===== config.mk =====
export PLATFORM = sky130hd
export DESIGN_NAME = fc_2nd_mac_engine
export DESIGN_NICKNAME = d
export VERILOG_FILES = /design/src/rtl/fc_2nd_mac_engine_pkg.sv /design/src/rtl/fc_dot5.sv /design/src/rtl/fc_2nd_mac_engine.sv
export SDC_FILE = /design/constraint.sdc
export NUM_CORES = 2
export LEC_CHECK = 0
export ABC_AREA = 1
export BUFFER_PORTS_ARGS = -buffer_cell sky130_fd_sc_hd__buf_4
export CAP_MARGIN = 20
export CORE_MARGIN = 2
export CORE_UTILIZATION = 50
export DETAILED_ROUTE_END_ITERATION = 8
export PLACE_DENSITY = 0.64
export SYNTH_ARGS = -nofsm -noshare
export SYNTH_HDL_FRONTEND = slang
export SYNTH_SLANG_ARGS = --single-unit
export TNS_END_PERCENT = 1

===== constraint.sdc =====
create_clock -name CLK -period 40.3 [get_ports CLK]
set_clock_uncertainty 0.15 [all_clocks]
set_input_delay 0 -clock CLK [delete_from_list [all_inputs] [get_ports CLK]]
set_output_delay 0 -clock CLK [all_outputs]
set_load 0.02 [all_outputs]

===== src/rtl/fc_2nd_mac_engine_pkg.sv =====
// Shared constants for the second fully-connected layer.
// Holds the Q8.8 number format, the lane and accumulator widths,
// the output saturation limits and the engine state encoding.
package fc_2nd_mac_engine_pkg;

  localparam int BIT_WIDTH = 16;
  localparam int FRAC_BITS = 8;
  localparam int LANES     = 5;
  localparam int ACC_WIDTH = 40;

  localparam logic signed [BIT_WIDTH-1:0] SAT_MAX = {1'b0, {(BIT_WIDTH-1){1'b1}}};
  localparam logic signed [BIT_WIDTH-1:0] SAT_MIN = {1'b1, {(BIT_WIDTH-1){1'b0}}};

  typedef enum logic [2:0] {
    ST_IDLE,
    ST_READ,
    ST_MAC,
    ST_BIAS,
    ST_OUT
  } state_t;

endpackage


===== src/rtl/fc_dot5.sv =====
// Combinational signed dot product across a small set of lanes.
// Each lane multiplies a signed data word by a signed weight word to a
// full-precision product, and the products are summed with enough
// headroom that the sum can never wrap.
// Ports:
//   data   - Lanes packed signed data words, lane 0 in the LSBs
//   weight - Lanes packed signed weight words, lane 0 in the LSBs
//   sum    - signed sum of the Lanes products
module fc_dot5
  import fc_2nd_mac_engine_pkg::*;
#(
  parameter int  Bit_width = BIT_WIDTH,
  parameter int  Lanes     = LANES,
  localparam int Sum_width = 2*Bit_width + $clog2(Lanes)
) (
  input  logic        [Lanes*Bit_width-1:0] data,
  input  logic        [Lanes*Bit_width-1:0] weight,
  output logic signed [Sum_width-1:0]       sum
);

  logic signed [2*Bit_width-1:0] prod [Lanes];

  for (genvar i = 0; i < Lanes; i++) begin : g_lane
    assign prod[i] = $signed(data[i*Bit_width +: Bit_width])
                   * $signed(weight[i*Bit_width +: Bit_width]);
  end

  always_comb begin
    sum = '0;
    for (int i = 0; i < Lanes; i++) begin
      sum = sum + Sum_width'(prod[i]);
    end
  end

endmodule


===== src/rtl/fc_2nd_mac_engine.sv =====
// Compute engine for the second fully-connected layer.
// For each output neuron it walks the data RAM read window over the whole
// input vector, accumulates the lane products chunk by chunk, adds the
// neuron bias, rescales back to Q8.8, saturates, optionally clamps
// negatives to zero, and emits one result with a valid strobe.
//
//   state | meaning
//   IDLE  | waiting for start
//   READ  | addresses for current chunk presented to RAM/ROMs
//   MAC   | RAM/ROM words valid, accumulate the chunk dot product
//   BIAS  | add bias, rescale, saturate, register result
//   OUT   | result strobed; advance neuron or finish the pass
//
// Ports:
//   CLK, RST     - clock, synchronous active-high reset
//   start        - begin a pass (only honoured in IDLE)
//   busy, done   - pass in progress / one-cycle pass-complete pulse
//   Read_Enable  - data RAM read request, Read_Width its base address
//   data_in      - data RAM window, Lanes packed signed words
//   weight_addr  - weight ROM address, weight_in its Lanes packed weights
//   bias_addr    - bias ROM address, bias_in the signed bias
//   out_valid    - result strobe with out_index and out_data
module fc_2nd_mac_engine
  import fc_2nd_mac_engine_pkg::*;
#(
  parameter int  Bit_width = BIT_WIDTH,
  parameter int  In_Len    = 16,
  parameter int  Out_Len   = 8,
  parameter int  Lanes     = LANES,
  parameter int  Frac_bits = FRAC_BITS,
  parameter int  Acc_width = ACC_WIDTH,
  parameter int  Use_ReLU  = 1,
  localparam int Chunks    = (In_Len + Lanes - 1) / Lanes,
  localparam int Rd_aw     = $clog2(In_Len),
  localparam int W_aw      = $clog2(Out_Len*Chunks),
  localparam int N_aw      = $clog2(Out_Len),
  localparam int C_aw      = (Chunks > 1) ? $clog2(Chunks) : 1
) (
  input  logic                       CLK,
  input  logic                       RST,
  input  logic                       start,
  output logic                       busy,
  output logic                       done,
  output logic                       Read_Enable,
  output logic [Rd_aw-1:0]           Read_Width,
  input  logic [Lanes*Bit_width-1:0] data_in,
  output logic [W_aw-1:0]            weight_addr,
  input  logic [Lanes*Bit_width-1:0] weight_in,
  output logic [N_aw-1:0]            bias_addr,
  input  logic [Bit_width-1:0]       bias_in,
  output logic                       out_valid,
  output logic [N_aw-1:0]            out_index,
  output logic [Bit_width-1:0]       out_data
);

  localparam int Dot_width = 2*Bit_width + $clog2(Lanes);
  localparam logic signed [Acc_width-1:0] Sat_hi = Acc_width'(SAT_MAX);
  localparam logic signed [Acc_width-1:0] Sat_lo = Acc_width'(SAT_MIN);

  state_t state_q, state_d;

  logic [N_aw-1:0] neuron_q, neuron_d;
  logic [C_aw-1:0] chunk_q, chunk_d;
  logic            last_chunk, last_neuron;

  logic signed [Acc_width-1:0] acc_q;
  logic signed [Acc_width-1:0] acc_biased;
  logic signed [Acc_width-1:0] acc_shifted;
  logic signed [Dot_width-1:0] dot_sum;
  logic        [Bit_width-1:0] result;

  fc_dot5 #(
    .Bit_width (Bit_width),
    .Lanes     (Lanes)
  ) u_dot5 (
    .data   (data_in),
    .weight (weight_in),
    .sum    (dot_sum)
  );

  assign last_chunk  = (chunk_q == C_aw'(Chunks - 1));
  assign last_neuron = (neuron_q == N_aw'(Out_Len - 1));

  always_ff @(posedge CLK) begin
    if (RST) begin
      state_q <= ST_IDLE;
    end else begin
      state_q <= state_d;
    end
  end

  always_comb begin
    state_d     = state_q;
    neuron_d    = neuron_q;
    chunk_d     = chunk_q;
    busy        = (state_q != ST_IDLE);
    Read_Enable = (state_q == ST_READ);
    out_valid   = (state_q == ST_OUT);
    done        = 1'b0;
    case (state_q)
      ST_IDLE: begin
        if (start) begin
          state_d  = ST_READ;
          neuron_d = '0;
          chunk_d  = '0;
        end
      end
      ST_READ: state_d = ST_MAC;
      ST_MAC: begin
        if (last_chunk) begin
          state_d = ST_BIAS;
        end else begin
          state_d = ST_READ;
          chunk_d = chunk_q + 1'b1;
        end
      end
      ST_BIAS: state_d = ST_OUT;
      ST_OUT: begin
        chunk_d = '0;
        if (last_neuron) begin
          done     = 1'b1;
          neuron_d = '0;
          state_d  = ST_IDLE;
        end else begin
          neuron_d = neuron_q + 1'b1;
          state_d  = ST_READ;
        end
      end
      default: state_d = ST_IDLE;
    endcase
  end

  // Bias is aligned to the Q16.16 product scale before the rescale shift.
  assign acc_biased  = acc_q + (Acc_width'($signed(bias_in)) <<< Frac_bits);
  assign acc_shifted = acc_biased >>> Frac_bits;

  always_comb begin
    if (acc_shifted > Sat_hi) begin
      result = SAT_MAX;
    end else if (acc_shifted < Sat_lo) begin
      result = SAT_MIN;
    end else begin
      result = acc_shifted[Bit_width-1:0];
    end
    if ((Use_ReLU != 0) && result[Bit_width-1]) begin
      result = '0;
    end
  end

  // Addresses are registered on entry to READ so the RAM/ROMs see them for
  // the whole READ cycle and they hold steady outside it.
  always_ff @(posedge CLK) begin
    if (RST) begin
      neuron_q    <= '0;
      chunk_q     <= '0;
      acc_q       <= '0;
      Read_Width  <= '0;
      weight_addr <= '0;
      bias_addr   <= '0;
      out_index   <= '0;
      out_data    <= '0;
    end else begin
      neuron_q <= neuron_d;
      chunk_q  <= chunk_d;
      if (state_d == ST_READ) begin
        Read_Width  <= Rd_aw'(chunk_d * Lanes);
        weight_addr <= W_aw'(neuron_d * Chunks + chunk_d);
        bias_addr   <= neuron_d;
      end
      case (state_q)
        ST_IDLE: if (start) acc_q <= '0;
        ST_MAC:  acc_q <= acc_q + Acc_width'(dot_sum);
        ST_BIAS: begin
          acc_q     <= acc_biased;
          out_data  <= result;
          out_index <= neuron_q;
        end
        ST_OUT:  acc_q <= '0;
        default: ;
      endcase
    end
  end

endmodule


==> flow_metrics.tcl <==
set metrics [dict create \
    drtIter0Drc 2781 \
    syn_to_final_growth_pct 4.70 \
    fin_hold_ws_ns 0.0255 \
    yosysWarnings 0 \
    portBuffers 212 \
    grt_pass1_vias 49802 \
    timing.fmax_ghz 0.0641 \
    track_usage 0.274 \
    yosys_register_bits 71 \
    grt_overflow_total 0 \
    start_util 0.504 \
    synth_edf_count 0 \
    final_cell_mix "inv_1, nand2_1, fa_1, ha_1, buf_4" \
    fp.dieW_um 355 \
    drv_cap 0 \
    root_buffer "clkbuf_16" \
    post-dp-hpwl_um 148000 \
    required_ns 40.44 \
    finalCriticalPeriod_ns 15.60 \
    hp-class "input port to flop" \
    relSlewSlack 0.319 \
    rrSetupSlack_ns 36.58 \
    dr.pass1.iters 6 \
    via_count 45965 \
    cp.arrival_ns 15.74 \
    postCtsSetupBuffers 0 \
    cp-startpoint "weight_in[16]" \
    syn_nets 9837 \
    path_max_fanout 16 \
    die_area_um2 126000 \
    grt_pass1_wl_um 267000 \
    rsz0062_at_grt "no" \
    nets 9781 \
    seq_area_frac_synth 0.0231 \
    path_common_cell "fa_1" \
    synth_area_leaders "fa_1, inv_1, nand2_1, ha_1, dfxtp_1" \
    ant_nets 0 \
    num_rows 128 \
    crit_type "input port to flop" \
    status "finished clean" \
    tns_ns 0 \
    pin_count 214 \
    fin_crit_sh 0.387 \
    worst_slew_pin_slew_ns 1.02 \
    finalWeightedCongestion 0.972 \
    drive_gt1_frac 0.0496 \
    grt_max_degree 42 \
    setup_viol 0 \
    hp-start "bias_in[0]" \
    cts_max_level 3 \
    die_h_um 355 \
    post_cts_resized 0 \
    start_kind "input port" \
    cpPeakStageDelay_ns 0.76 \
    crit_path_top_delay_cell "fa_1" \
    syn_area_per_cell_um2 8.04 \
    yosysUniqueCellTypes 51 \
    end_kind "flop" \
    hold_buffers 2 \
    final_common_cell "inv_1" \
    hold_viol_final 0 \
    drc 0 \
    coreArea_um2 122000 \
    clock_latency_ns 0.35 \
    vias_per_cell 4.98 \
    cts_buffer_depth 2 \
    syn-instance-count 7649 \
    wire_per_inst_um 17.9 \
    slew_viol_final 0 \
    mappedNetlistArea_um2 61500 \
    wirelength_um 166000 \
    yosysTopAreaCell "fa_1" \
    numCtsBuffers 9 \
    r2r_start "acc_q[0]$_SDFFE_PP0P_" \
    synth_top_area_frac 0.519 \
    ys_async_sr_fraction 0 \
    clock_sinks 71 \
    synthFlopType "dfxtp_1" \
    final_core_util 0.528 \
    antenna_found_initial 11 \
    cts_tree "done" \
    clk_pin_slew_ns 0.07 \
    fillers 11760 \
]
-- logic make-up after synthesis --
group	share of synthesized area
buf+inv	0.176
simple gates	0.147
fa+ha+maj	0.604
compound gates	0.0350
xor+xnor	0.0147
flops	0.0231
other cells	0.0000610
-- area by class of cell --
class	count	area, um2	area share
multi-input cells	4710	49200	0.765
inverters	2584	9700	0.151
well taps	1625	2030	0.0316
repair buffers	217	1650	0.0257
flip-flops and latches	71	1420	0.0221
clock buffers	10	229	0.00356
clock inverters	6	68.8	0.00107
diodes	9	22.5	0.000350
-- worst paths after layout --
kind | endpoint | cells after the start
worst max-delay path | acc_q[39]$_SDFFE_PP0P_ | 58
worst min-delay path | acc_q[8]$_SDFFE_PP0P_ | 4
worst max register to register | acc_q[14]$_SDFFE_PP0P_ | 15
worst min register to register | acc_q[4]$_SDFFE_PP0P_ | 2
-- critical path: cells and delay by family --
| family | cells | cell delay [ns] |
|---|---|---|
| AOI/OAI and AO/OA | 7 | 1.61 |
| adders and majority gates | 20 | 9.68 |
| xor gates and xnor gates | 3 | 0.79 |
| buffers and inverters | 13 | 0.93 |
| and+or+nand+nor | 15 | 2.69 |
-- synth_stat cells, types with 3 or more instances --
master	n
nor2_2	13
o21ai_0	107
inv_1	2576
nand2_2	19
nand3b_1	12
o21bai_1	14
nand4_1	24
a211oi_1	5
buf_4	10
a21oi_2	3
nor4_1	6
ha_1	414
a21oi_1	174
nand3_1	104
nor3_1	22
o221ai_1	3
fa_1	1595
nand3_2	15
xnor2_1	52
and3_1	4
xor2_1	51
a21o_1	13
nand2_1	1714
inv_2	6
a21boi_0	7
a31oi_1	31
and2_1	6
o21ai_1	8
dfxtp_1	71
nor2_1	181
nor3_2	4
or2_2	82
clkbuf_1	269
buf_2	3
o21a_1	11
-- through the flow --
stage / worst slack [ns] / instance area, um2 / instances
4_1_cts: 24.69 / 64300 / 9222
6_report: 24.70 / 64400 / 9232
2_1_floorplan: 25.99 / 61500 / 7649
3_3_place_gp: 24.45 / 64000 / 9204
3_5_place_dp: 24.35 / 64000 / 9204
5_1_grt: 23.73 / 64400 / 9231
-- flip-flops by register name, summed over array words and instances (netlist names) --
name,cells
out_index,3
out_data,15
chunk_q,2
state_q,3
acc_q,40
weight_addr,3
Read_Width,2
neuron_q,3
-- layer usage --
layer	GRT usage	share of wire	vias up	wire length, um
li1	-	-	21134	-
met1	0.322	0.37	23402	61500
met2	0.521	0.54	1119	90100
met3	0.0161	0.037	306	6070
met4	0.106	0.048	4	7870
met5	0	0.00014	-	23
Power is left out: the tool's default activity adds up to more than one toggle a clock period on the data nets, which glitch-free logic cannot reach.
